[src/rtl/vga_timing_if.sv]
// Raster timing bundle between the VGA timing generator and its consumers.
// The generator takes the master side; the pixel/pattern logic takes the slave side.
interface vga_timing_if #(
  parameter int CNT_W = 16
);
  logic             en;
  logic             pix_ce;
  logic             hsync;
  logic             vsync;
  logic             vga_sync;
  logic             vga_blank;
  logic [CNT_W-1:0] h_count;
  logic [CNT_W-1:0] v_count;
  logic             line_start;
  logic             frame_start;

  modport master (
    input  en,
    output pix_ce, hsync, vsync, vga_sync, vga_blank,
    output h_count, v_count, line_start, frame_start
  );

  modport slave (
    output en,
    input  pix_ce, hsync, vsync, vga_sync, vga_blank,
    input  h_count, v_count, line_start, frame_start
  );
endinterface

[src/rtl/vga_timing_gen.sv]
// Parametrised VGA raster timing generator with pixel-clock prescaler,
// run enable and one-cycle line/frame start strobes.
module vga_timing_gen #(
  parameter int H_ACTIVE   = 640,
  parameter int H_FP       = 16,
  parameter int H_SYNC     = 96,
  parameter int H_BP       = 48,
  parameter int V_ACTIVE   = 480,
  parameter int V_FP       = 10,
  parameter int V_SYNC     = 2,
  parameter int V_BP       = 33,
  parameter int H_SYNC_POL = 0,
  parameter int V_SYNC_POL = 0,
  parameter int CLK_DIV    = 1,
  parameter int CNT_W      = 16
) (
  input  logic         clk,
  input  logic         rst,
  vga_timing_if.master bus
);

  localparam int H_TOTAL = H_ACTIVE + H_FP + H_SYNC + H_BP;
  localparam int V_TOTAL = V_ACTIVE + V_FP + V_SYNC + V_BP;
  localparam int PW      = (CLK_DIV > 1) ? $clog2(CLK_DIV) : 1;

  localparam logic [CNT_W-1:0] CNT_ONE  = CNT_W'(1);
  localparam logic [CNT_W-1:0] H_LAST   = CNT_W'(H_TOTAL - 1);
  localparam logic [CNT_W-1:0] V_LAST   = CNT_W'(V_TOTAL - 1);
  localparam logic [CNT_W-1:0] H_ACT    = CNT_W'(H_ACTIVE);
  localparam logic [CNT_W-1:0] V_ACT    = CNT_W'(V_ACTIVE);
  localparam logic [CNT_W-1:0] HS_START = CNT_W'(H_ACTIVE + H_FP);
  localparam logic [CNT_W-1:0] HS_END   = CNT_W'(H_ACTIVE + H_FP + H_SYNC);
  localparam logic [CNT_W-1:0] VS_START = CNT_W'(V_ACTIVE + V_FP);
  localparam logic [CNT_W-1:0] VS_END   = CNT_W'(V_ACTIVE + V_FP + V_SYNC);
  localparam logic [PW-1:0]    PS_ONE   = PW'(1);
  localparam logic [PW-1:0]    PS_LAST  = PW'(CLK_DIV - 1);
  localparam logic             H_POL    = 1'(H_SYNC_POL);
  localparam logic             V_POL    = 1'(V_SYNC_POL);

  // Counters must be able to represent the last column/line of the raster.
  if (((H_TOTAL - 1) >> CNT_W) != 0 || ((V_TOTAL - 1) >> CNT_W) != 0) begin : g_cnt_w_check
    $error("vga_timing_gen: CNT_W too narrow for H_TOTAL/V_TOTAL");
  end
  if (CLK_DIV < 1) begin : g_clk_div_check
    $error("vga_timing_gen: CLK_DIV must be >= 1");
  end

  logic [PW-1:0]    r_presc;
  logic [CNT_W-1:0] r_h_count;
  logic [CNT_W-1:0] r_v_count;
  logic             r_hsync;
  logic             r_vsync;
  logic             r_blank;
  logic             r_line_start;
  logic             r_frame_start;

  logic             w_pix_ce;
  logic             w_h_wrap;
  logic             w_v_wrap;
  logic [CNT_W-1:0] w_h_next;
  logic [CNT_W-1:0] w_v_next;

  assign w_pix_ce = bus.en && (r_presc == PS_LAST);
  assign w_h_wrap = w_pix_ce && (r_h_count == H_LAST);
  assign w_v_wrap = w_h_wrap && (r_v_count == V_LAST);

  always_comb begin
    w_h_next = r_h_count;
    w_v_next = r_v_count;
    if (w_pix_ce) begin
      w_h_next = w_h_wrap ? '0 : r_h_count + CNT_ONE;
      if (w_h_wrap) begin
        w_v_next = w_v_wrap ? '0 : r_v_count + CNT_ONE;
      end
    end
  end

  // Decodes use the next coordinates so sync/blank line up with h/v_count.
  always_ff @(posedge clk) begin
    if (rst) begin
      r_presc       <= '0;
      r_h_count     <= '0;
      r_v_count     <= '0;
      r_hsync       <= ~H_POL;
      r_vsync       <= ~V_POL;
      r_blank       <= 1'b1;
      r_line_start  <= 1'b0;
      r_frame_start <= 1'b0;
    end else begin
      if (bus.en) begin
        r_presc <= (r_presc == PS_LAST) ? '0 : r_presc + PS_ONE;
      end
      r_h_count     <= w_h_next;
      r_v_count     <= w_v_next;
      r_hsync       <= (w_h_next >= HS_START && w_h_next < HS_END) ? H_POL : ~H_POL;
      r_vsync       <= (w_v_next >= VS_START && w_v_next < VS_END) ? V_POL : ~V_POL;
      r_blank       <= (w_h_next < H_ACT) && (w_v_next < V_ACT);
      r_line_start  <= w_h_wrap;
      r_frame_start <= w_v_wrap;
    end
  end

  assign bus.pix_ce      = w_pix_ce;
  assign bus.hsync       = r_hsync;
  assign bus.vsync       = r_vsync;
  assign bus.vga_sync    = 1'b1;
  assign bus.vga_blank   = r_blank;
  assign bus.h_count     = r_h_count;
  assign bus.v_count     = r_v_count;
  assign bus.line_start  = r_line_start;
  assign bus.frame_start = r_frame_start;

endmodule

[src/flat_wrapper.sv]
// flat-port wrapper written by rule: the top's interface ports become plain ports
module vga_timing_gen_flat 
#(
  parameter int H_ACTIVE   = 640,
  parameter int H_FP       = 16,
  parameter int H_SYNC     = 96,
  parameter int H_BP       = 48,
  parameter int V_ACTIVE   = 480,
  parameter int V_FP       = 10,
  parameter int V_SYNC     = 2,
  parameter int V_BP       = 33,
  parameter int H_SYNC_POL = 0,
  parameter int V_SYNC_POL = 0,
  parameter int CLK_DIV    = 1,
  parameter int CNT_W      = 16
)
  (clk, rst, bus_en, bus_pix_ce, bus_hsync, bus_vsync, bus_vga_sync, bus_vga_blank, bus_h_count, bus_v_count, bus_line_start, bus_frame_start);
  vga_timing_if #(.CNT_W(CNT_W)) bus_i ();
  input  logic clk;
  input  logic rst;
  input wire logic [$bits(bus_i.en)-1:0] bus_en;
  output wire logic [$bits(bus_i.pix_ce)-1:0] bus_pix_ce;
  output wire logic [$bits(bus_i.hsync)-1:0] bus_hsync;
  output wire logic [$bits(bus_i.vsync)-1:0] bus_vsync;
  output wire logic [$bits(bus_i.vga_sync)-1:0] bus_vga_sync;
  output wire logic [$bits(bus_i.vga_blank)-1:0] bus_vga_blank;
  output wire logic [$bits(bus_i.h_count)-1:0] bus_h_count;
  output wire logic [$bits(bus_i.v_count)-1:0] bus_v_count;
  output wire logic [$bits(bus_i.line_start)-1:0] bus_line_start;
  output wire logic [$bits(bus_i.frame_start)-1:0] bus_frame_start;
  assign bus_i.en = bus_en;
  assign bus_pix_ce = bus_i.pix_ce;
  assign bus_hsync = bus_i.hsync;
  assign bus_vsync = bus_i.vsync;
  assign bus_vga_sync = bus_i.vga_sync;
  assign bus_vga_blank = bus_i.vga_blank;
  assign bus_h_count = bus_i.h_count;
  assign bus_v_count = bus_i.v_count;
  assign bus_line_start = bus_i.line_start;
  assign bus_frame_start = bus_i.frame_start;
  vga_timing_gen #(.H_ACTIVE(H_ACTIVE), .H_FP(H_FP), .H_SYNC(H_SYNC), .H_BP(H_BP), .V_ACTIVE(V_ACTIVE), .V_FP(V_FP), .V_SYNC(V_SYNC), .V_BP(V_BP), .H_SYNC_POL(H_SYNC_POL), .V_SYNC_POL(V_SYNC_POL), .CLK_DIV(CLK_DIV), .CNT_W(CNT_W)) u_core (.clk(clk), .rst(rst), .bus(bus_i));
endmodule
[config.mk]
export PLATFORM = sky130hd
export DESIGN_NAME = vga_timing_gen_flat
export DESIGN_NICKNAME = d
export VERILOG_FILES = /design/src/rtl/vga_timing_if.sv /design/src/rtl/vga_timing_gen.sv /design/src/flat_wrapper.sv
export SDC_FILE = /design/constraint.sdc
export NUM_CORES = 1
export LEC_CHECK = 0
export ABC_CLOCK_PERIOD_IN_PS = 5300
export BUFFER_PORTS_ARGS = -buffer_cell sky130_fd_sc_hd__buf_2
export CORE_ASPECT_RATIO = 0.8
export CORE_MARGIN = 2
export CORE_UTILIZATION = 30
export CTS_BUF_LIST = sky130_fd_sc_hd__clkbuf_2
export DETAILED_ROUTE_END_ITERATION = 12
export GPL_TIMING_DRIVEN = 1
export PLACE_DENSITY = 0.48
export SKIP_CTS_REPAIR_TIMING = 1
export SLEW_MARGIN = 20
export SYNTH_ARGS = -nofsm -noshare
export SYNTH_HDL_FRONTEND = slang
export SYNTH_SLANG_ARGS = --single-unit
export TNS_END_PERCENT = 30
[constraint.sdc]
create_clock -name clk -period 5.3 [get_ports clk]
set_input_delay 1.06 -clock clk [delete_from_list [all_inputs] [get_ports clk]]
set_output_delay 1.06 -clock clk [all_outputs]
set_load 0.02 [all_outputs]
== Word level (Yosys, flattened, before mapping) ==
Cells that the tools add are included.
Cells by class
  add/subtract/negate cells: 3
  $mul: 0
  divide/modulo/power cells: 0
  order comparisons: 6
  eq/ne operators: 2
  shift-type cells: 0
  multiplexer cells: 8
  bitwise operators: 1
  reduce and logical (&&, ||, !) cells: 6
Operators with widths (number)
  two-way mux 16 bit: 5
  adder 16 x 1 -> 16 bit, second input constant: 2
  equality test 16 x 10 -> 1 bit, second input constant: 2
  < comparator 16 x 10 -> 1 bit, second input constant: 2
  < comparator 16 x 9 -> 1 bit, second input constant: 2
  greater-or-equal comparator 16 x 10 -> 1 bit, second input constant: 1
  greater-or-equal comparator 16 x 9 -> 1 bit, second input constant: 1
  logical AND 1 bit: 6
  two-way mux 1 bit: 3
  adder 1 bit, second input constant: 1
  NOT 1 bit: 1
Storage, ports and cells
  flip-flop bits (word level): 38
  bits in latches: 0
  memory bits (writable): 0
  memory bits (read-only): 0
  output and inout port bits: 39
  word-level logic and storage cells: 34
  memories: 0

== Longest topological paths before layout ==
Gate-level depths: netlist (run 1).
  depth in word-level cells: 10
  gate-level depth with buffers: 9
  mapped depth without buffers: 8

== Worst setup path after synthesis (run 1) ==
Ideal clock, no wire load.
  path type: input to register
  start point: input bus_en
  end point: register u_core.r_blank, in the netlist u_core.bus.vga_blank
  library setup time: 0.096 ns
  arrival: 2.683 ns
  required time: 5.204 ns
  setup slack: 2.521 ns
  stages: 8
  cells stage by stage: buf_4 > nand4_1 > buf_2 > nor3_1 > xnor2_1 > a211oi_1 > or4b_1 > o41ai_2
Between the ends
  longest elaborated chain between the ends: 8
  elaborated cells on any way between the ends: 11
  classes of those cells: order compare: 2; mux: 5; reduce/logical: 4
Ends and longest elaborated chain
  start: declaration: RTL line flat_wrapper.sv:21  | input wire logic [$bits(bus_i.en)-1:0] bus_en;
  logical AND 1 bit (*): RTL line vga_timing_gen.sv:63  | assign w_pix_ce = bus.en && (r_presc == PS_LAST);
  logical AND 1 bit: RTL line vga_timing_gen.sv:64  | assign w_h_wrap = w_pix_ce && (r_h_count == H_LAST);
  logical AND 1 bit: RTL line vga_timing_gen.sv:65  | assign w_v_wrap = w_h_wrap && (r_v_count == V_LAST);
  two-way mux 16 bit: RTL line vga_timing_gen.sv:73  | w_v_next = w_v_wrap ? '0 : r_v_count + CNT_ONE;
  two-way mux 16 bit: RTL line vga_timing_gen.sv:72  | if (w_h_wrap) begin
  two-way mux 16 bit: RTL line vga_timing_gen.sv:70  | if (w_pix_ce) begin
  < comparator 16 x 9 -> 1 bit: RTL line vga_timing_gen.sv:97  | r_blank <= (w_h_next < H_ACT) && (w_v_next < V_ACT);
  logical AND 1 bit (*): RTL line vga_timing_gen.sv:97
  end signal: assignment: RTL line vga_timing_gen.sv:97
  end: declaration: RTL line vga_timing_gen.sv:53  | logic r_blank;
Mark *: on every way between the ends. The rest lies on a longest branch, timed or not.
A chain may end at the register's enable or synchronous reset.

== Worst setup path after layout (run 1) ==
Same ends and word-level chain as after synthesis.

==> results of run 1 <==
## power groups by stage
stage,Combinational (mW),Sequential (mW),Clock (mW)
2_1_floorplan,0.00963,0.289,0
4_1_cts,0.0148,0.282,0.130
3_5_place_dp,0.0148,0.287,0
5_1_grt,0.0162,0.282,0.141
6_report,0.0146,0.282,0.124
3_3_place_gp,0.0148,0.287,0
## cell usage in the layout, fill, tap and decap left out, types with 2 or more instances in the layout
cell type / netlist / final
sky130_fd_sc_hd__or2_2: 3 / 3
sky130_fd_sc_hd__inv_1: 6 / 6
sky130_fd_sc_hd__xor2_1: 13 / 13
sky130_fd_sc_hd__nor4_2: 3 / 3
sky130_fd_sc_hd__clkbuf_2: 0 / 5
sky130_fd_sc_hd__xnor2_1: 15 / 15
sky130_fd_sc_hd__and4_1: 2 / 2
sky130_fd_sc_hd__ha_1: 3 / 3
sky130_fd_sc_hd__nor2_1: 45 / 45
sky130_fd_sc_hd__o21ai_0: 3 / 3
sky130_fd_sc_hd__nand3_1: 17 / 17
sky130_fd_sc_hd__nor3b_1: 2 / 2
sky130_fd_sc_hd__and4bb_2: 2 / 2
sky130_fd_sc_hd__a31oi_1: 2 / 2
sky130_fd_sc_hd__nand2_1: 18 / 18
sky130_fd_sc_hd__and3_1: 4 / 4
sky130_fd_sc_hd__and2_1: 3 / 3
sky130_fd_sc_hd__nor4_1: 2 / 2
sky130_fd_sc_hd__a211oi_1: 2 / 2
sky130_fd_sc_hd__nor3_1: 13 / 13
sky130_fd_sc_hd__a21oi_1: 7 / 7
sky130_fd_sc_hd__nor2b_1: 3 / 3
sky130_fd_sc_hd__a41oi_1: 4 / 4
sky130_fd_sc_hd__mux2i_1: 4 / 4
sky130_fd_sc_hd__nand4_1: 10 / 10
sky130_fd_sc_hd__buf_2: 7 / 40
sky130_fd_sc_hd__dfxtp_1: 37 / 37
## flip-flops by register name (all words and copies together), names as in the netlist
name                    cells
u_core.bus.h_count         16
u_core.bus.frame_start      1
u_core.bus.hsync            1
u_core.bus.v_count         16
u_core.bus.line_start       1
u_core.bus.vga_blank        1
u_core.bus.vsync            1
## metal layers
| metal | global-route usage | vias to the layer above | share of wire |
|---|---|---|---|
| met5 | 0 | - | 0 |
| met1 | 0.230 | 916 | 0.53 |
| li1 | - | 1002 | - |
| met2 | 0.211 | 45 | 0.42 |
| met4 | 0.0452 | 0 | 0.011 |
| met3 | 0.0296 | 5 | 0.047 |
## tightest hold or removal path, stage by stage (launching register included)
cell and delay (ns):
sky130_fd_sc_hd__dfxtp_1 0.39, sky130_fd_sc_hd__nand2b_1 0.08, sky130_fd_sc_hd__a21oi_1 0.05
## cells by family (layout without fill, tap and decap cells)
family                     Yosys count  after routing  synth area share
and+or+nand+nor                    139            139             0.348
DFF                                 37             37             0.336
AOI/OAI and AO/OA                   30             30            0.0998
xor gates and xnor gates            28             28             0.111
buffers and inverters               24             52            0.0618
muxes                                5              5            0.0249
adders and majority gates            3              3            0.0170
other                                1              1           0.00170
## final timing paths
path	start	end	depth (start not counted)
max	bus_en	u_core.bus.vga_blank$_SDFF_PP1_	6
min	u_core.bus.h_count[1]$_SDFF_PP0_	u_core.bus.h_count[1]$_SDFF_PP0_	2
max reg2reg	u_core.bus.h_count[0]$_SDFF_PP0_	u_core.bus.vga_blank$_SDFF_PP1_	6
min reg2reg	u_core.bus.h_count[1]$_SDFF_PP0_	u_core.bus.h_count[1]$_SDFF_PP0_	2
## final cells by class
type | instances | area [sq um]
fill | 768 | 4560
multi-input combinational | 206 | 1330
sequential | 37 | 741
timing repair buffer | 40 | 200
tap | 87 | 109
clock buffer | 5 | 25.0
inverter | 6 | 22.5
clock inverter | 1 | 5.00
## through the flow
stage / area (sq um) / hold WS (ns) / instances / util / setup WS [ns]
6_report: 2430 / 0.533 / 382 / 0.348 / 2.37
5_1_grt: 2430 / 0.584 / 382 / 0.348 / 2.19
4_1_cts: 2430 / 0.535 / 382 / 0.348 / 2.39
3_5_place_dp: 2400 / 0.511 / 376 / 0.344 / 1.96
3_3_place_gp: 2400 / 0.507 / 376 / 0.344 / 2.06
2_1_floorplan: 2210 / 0.561 / 267 / - / 2.52
==> flow_summary.ini, run 1 <==
[finish]
area_growth_pct = 10.2
post_route_cells_drive_above_1_share = 0.214
antenna-diode-count = 0
final_net_count = 302

[pwr]
worst_ir_drop_vdd_mv = 0.111
power.leakage_nw = 0.927
comb_power_share = 0.035
p_per_area_nw_per_um2 = 173
power.total_mw = 0.421
cell_internal_pwr_mw = 0.311
seqPwrFrac = 0.670
switching_share = 0.261
clockPowerShare = 0.295
switchingPower_mw = 0.110

[worst_setup_path]
regToRegSetupSlack_ns = 2.52
cp.required_ns = 5.62
timing.critical_path.buf_inv = 1
start_kind = input port
crit_path_cell_trace = buf_2, nand4_1, nor4_2, a31oi_1, or4b_1, o41ai_2
timing_worst_setup_path_type = in2reg
standard_cell_with_the_maximum_stage_delay_on_the_critical_path = sky130_fd_sc_hd__nor4_2
worst_path_largest_cell_delay_ns = 0.59
critPathArrivalTime_ns = 3.25
worst_setup_path_end_kind = register
cp_max_fo = 11
top_family_by_delay_on_critical_path = simple AND/OR/NAND/NOR gates

[synth]
synth_edf_count = 0
postSynthRegisterBits = 37
mapped_area_sq_um = 2210
synth_largest_type_area_fraction = 0.336
synthDistinctLibCells = 55
postSynthAreaPerCell_sq_um = 8.27
syn_nets = 273
synth_area_leaders = sky130_fd_sc_hd__dfxtp_1 (34%), sky130_fd_sc_hd__nor2_1 (7.7%), sky130_fd_sc_hd__xnor2_1 (6.0%), sky130_fd_sc_hd__xor2_1 (5.2%), sky130_fd_sc_hd__nand3_1 (3.9%)
dominantRegCellSynth = sky130_fd_sc_hd__dfxtp_1
synth_common_cells = sky130_fd_sc_hd__nor2_1 (45), sky130_fd_sc_hd__dfxtp_1 (37), sky130_fd_sc_hd__nand2_1 (18), sky130_fd_sc_hd__nand3_1 (17), sky130_fd_sc_hd__xnor2_1 (15)
synth_seq_area_share = 0.336
ys_async_sr_fraction = 0
synth.largest_area_cell = sky130_fd_sc_hd__dfxtp_1
synth.yosys.warnings = 0
postSynthCellCount = 267
synth.most_common_cell = sky130_fd_sc_hd__nor2_1

[global_routing]
grt_remaining_overflow = 0
global_route.usage.total = 0.151
first_pass_grt_wire_length_um = 9540
pin_count_of_the_biggest_net_entering_global_routing = 22
grt_pass1_vias = 1786
antenna_found_initial = 0

[drt]
drt-vias-per-instance = 5.15
drt-total-wl_um = 5810
drt_drc = 0
dr_total_vias = 1968
wire_per_inst_um = 15.2
detail_route.iter0.violations = 152
detail-route-antenna-nets = 0
first_pass_iters = 4

[cts]
cts_buffer_depth = 2
clock_tree_from_tritoncts = built
cts_num_sinks = 37
cts.root.buffer_cell = sky130_fd_sc_hd__clkbuf_2
clkLatencyLatePin_ns = 0.39
clock_tree.htree_level_count = 2
cts_made_buffers = 5
path_clk_slew_ns = 0.19

[sta]
hold_violations = 0
rsz0062_at_grt = false
finalSetupViolCount = 0
largest_clock_skew_in_the_final_design_ns = 0.0131
slew_viol_final = 0
max_slew.worst_pin.slew_ns = 0.651
max_freq_ghz = 0.341
worst_slew_margin_rel = 0.563
post-route-min-period_ns = 2.93
final.setup.tns_ns = 0
min_period_over_period = 0.553

[placed_design]
post-dp-hpwl_um = 4310
buffer_ports.inserted = 40
gp_routability_congestion = 0.838

[die]
die_w_um = 99.9
io-pin-count = 42
initial_core_util = 0.316
die_area_sq_um = 8060
dieHeight_um = 80.7
design.core.area_sq_um = 6990
row_count = 27

[min_path]
hold_class = reg2reg

[job]
maxCapViolCount = 0

[outcome]
run_status = complete, no violations
Power figures use the tool's default switching activity.
==> run 2, diff against run 1 <==
--- a/config.mk
+++ b/config.mk
@@ -5,7 +5,7 @@
 export SDC_FILE = /design/constraint.sdc
 export NUM_CORES = 1
 export LEC_CHECK = 0
-export ABC_CLOCK_PERIOD_IN_PS = 5300
+export ABC_CLOCK_PERIOD_IN_PS = 2600
 export BUFFER_PORTS_ARGS = -buffer_cell sky130_fd_sc_hd__buf_2
 export CORE_ASPECT_RATIO = 0.8
 export CORE_MARGIN = 2
@@ -13,7 +13,7 @@
 export CTS_BUF_LIST = sky130_fd_sc_hd__clkbuf_2
 export DETAILED_ROUTE_END_ITERATION = 12
 export GPL_TIMING_DRIVEN = 1
-export PLACE_DENSITY = 0.48
+export PLACE_DENSITY = 0.5
 export SKIP_CTS_REPAIR_TIMING = 1
 export SLEW_MARGIN = 20
 export SYNTH_ARGS = -nofsm -noshare
==> constraint.sdc (replaced) <==
create_clock -name clk -period 2.6 [get_ports clk]
set_input_delay 0.52 -clock clk [delete_from_list [all_inputs] [get_ports clk]]
set_output_delay 0.52 -clock clk [all_outputs]
set_load 0.02 [all_outputs]
==> run 2 against run 1 <==
  * Global-route usage up 0.17 points
  * Via count up 5.2%
  * Sequential share of layout area down 1.4 points
  * Worst setup slack worse by 2.2 ns
  * Clock skew up 0.010 ns
  * Power up 110%
  * Largest cell class unchanged
==> flow_summary.ini, run 2 (synthesis gave the netlist of run 1 again) <==
[finish]
fin_cells = 399
final_net_count = 317
antenna-diode-count = 0
design_area_sq_um = 2550
layout.cells.most_common_list = sky130_fd_sc_hd__nor2_1 (45), sky130_fd_sc_hd__buf_2 (40), sky130_fd_sc_hd__dfxtp_1 (36)
layout.cells.most_common = sky130_fd_sc_hd__nor2_1
post_route_cells_drive_above_1_share = 0.253
area_growth_pct = 15.7
nFillCells = 741

[sta]
slew_viol_final = 0
final.setup.tns_ns = 0
hold_violations = 0
finalSetupViolCount = 0
rsz0062_at_grt = false
max_slew.worst_pin.slew_ns = 0.492
min_period_over_period = 0.952
max_freq_ghz = 0.404
post-route-min-period_ns = 2.47
largest_clock_skew_in_the_final_design_ns = 0.0231
fin_worst_hold_slack_ns = 0.454
worst_slew_margin_rel = 0.670

[cts]
cts_num_sinks = 37
path_clk_slew_ns = 0.22
clock_tree_from_tritoncts = built
cts.root.buffer_cell = sky130_fd_sc_hd__clkbuf_2
clkLatencyLatePin_ns = 0.41
cts_buffer_depth = 2
cts_made_buffers = 5
clock_tree.htree_level_count = 2

[pwr]
power.total_mw = 0.885
p_per_area_nw_per_um2 = 347
power.leakage_nw = 1.01
worst_ir_drop_vdd_mv = 0.143

[drt]
wire_per_inst_um = 15.0
met1Wirelength_um = 3130
detail_route.iter0.violations = 130
highest_metal_layer_used_by_the_detailed_router = met4
drt-total-wl_um = 5970
drt_drc = 0
dr_total_vias = 2070
met2_routed_wirelength_um = 2390
detail-route-antenna-nets = 0
drt-vias-per-instance = 5.19
met3_length_um = 391
first_pass_iters = 4

[die]
design.core.area_sq_um = 6990
initial_core_util = 0.316
dieHeight_um = 80.7
io-pin-count = 42
die_area_sq_um = 8060
die_w_um = 99.9
row_count = 27

[global_routing]
grt_pass1_vias = 1872
first_pass_grt_wire_length_um = 9660
pin_count_of_the_biggest_net_entering_global_routing = 22
global_route.usage.total = 0.153
grt_remaining_overflow = 0
antenna_found_initial = 0

[worst_setup_path]
cp-startpoint = u_core.bus.h_count[0]$_SDFF_PP0_
regToRegSetupSlack_ns = 0.13
worst-r2r-cell-count = 7
regToRegStartpoint = u_core.bus.h_count[0]$_SDFF_PP0_
timing_endpoint_of_the_critical_path = u_core.bus.vga_blank$_SDFF_PP1_
critPathArrivalTime_ns = 2.81
timing_worst_setup_path_type = reg2reg
worstReg2RegEnd = u_core.bus.vga_blank$_SDFF_PP1_
start_kind = register
cp_max_fo = 21
cp.required_ns = 2.94
worst_setup_path_end_kind = register

[outcome]
run_status = complete, no violations

[placed_design]
placed_cells_incl_taps = 391
gp_routability_congestion = 0.839
placement.cell_area_sq_um = 2510
post-dp-hpwl_um = 4550
buffer_ports.inserted = 40

[job]
maxCapViolCount = 0

[min_path]
hold_class = in2reg
## run 2: cell count changes in the layout (fill, tap and decap cells not counted), sizes merged
cell,previous run,this run
buf,40,55
clkinv,1,3
## run 2: area by class of cell
class / instances / area, sq um / area share
well taps: 87 / 109 / 0.0426
clock inverters: 3 / 12.5 / 0.00490
inverters: 6 / 22.5 / 0.00882
multi-input cells: 206 / 1330 / 0.521
flip-flops and latches: 37 / 742 / 0.291
clock buffers: 5 / 25.0 / 0.00980
repair buffers: 55 / 313 / 0.122
## run 2: routing by layer
layer,vias to the layer above,global-route usage
met5,-,0
met4,0,0.0411
met3,5,0.0339
met2,55,0.213
met1,979,0.233
li1,1031,-
## run 2: how the worst min path moves through the flow
stage / startpoint / end / slack (ns) / cells past startpoint
finish: rst / u_core.bus.v_count[4]$_SDFF_PP0_ / 0.45 / 2
global route: rst / u_core.bus.v_count[4]$_SDFF_PP0_ / 0.44 / 2
CTS: rst / u_core.bus.v_count[4]$_SDFF_PP0_ / 0.45 / 2
detailed placement: u_core.bus.v_count[0]$_SDFF_PP0_ / u_core.bus.v_count[0]$_SDFF_PP0_ / 0.52 / 2
global placement: u_core.bus.v_count[0]$_SDFF_PP0_ / u_core.bus.v_count[0]$_SDFF_PP0_ / 0.51 / 2
floorplan: u_core.bus.v_count[0]$_SDFF_PP0_ / u_core.bus.v_count[0]$_SDFF_PP0_ / 0.56 / 2
## run 2: power breakdown
group	leakage (nW)	switching, mW	total, mW	internal [mW]
logic	0.682	0.0248	0.0368	0.0121
clock network	0.0278	0.214	0.273	0.0589
registers	0.299	0.00338	0.575	0.571
## run 2: worst max-delay path, stage by stage (launching register included)
cell and delay [ns]:
sky130_fd_sc_hd__dfxtp_2 0.43, sky130_fd_sc_hd__ha_1 0.24, sky130_fd_sc_hd__and4b_1 0.22, sky130_fd_sc_hd__and4_4 0.40
sky130_fd_sc_hd__nand3_2 0.15, sky130_fd_sc_hd__mux2_4 0.32, sky130_fd_sc_hd__o32a_1 0.31, sky130_fd_sc_hd__o41ai_2 0.33
## run 2: through the flow
| step | worst slack, ns | util |
|---|---|---|
| finish | 0.126 | 0.365 |
| global route | 0.0487 | 0.365 |
| detailed placement | 0.112 | 0.360 |
| floorplan | 0.282 | - |
| CTS | 0.0719 | 0.365 |
| global placement | 0.146 | 0.360 |
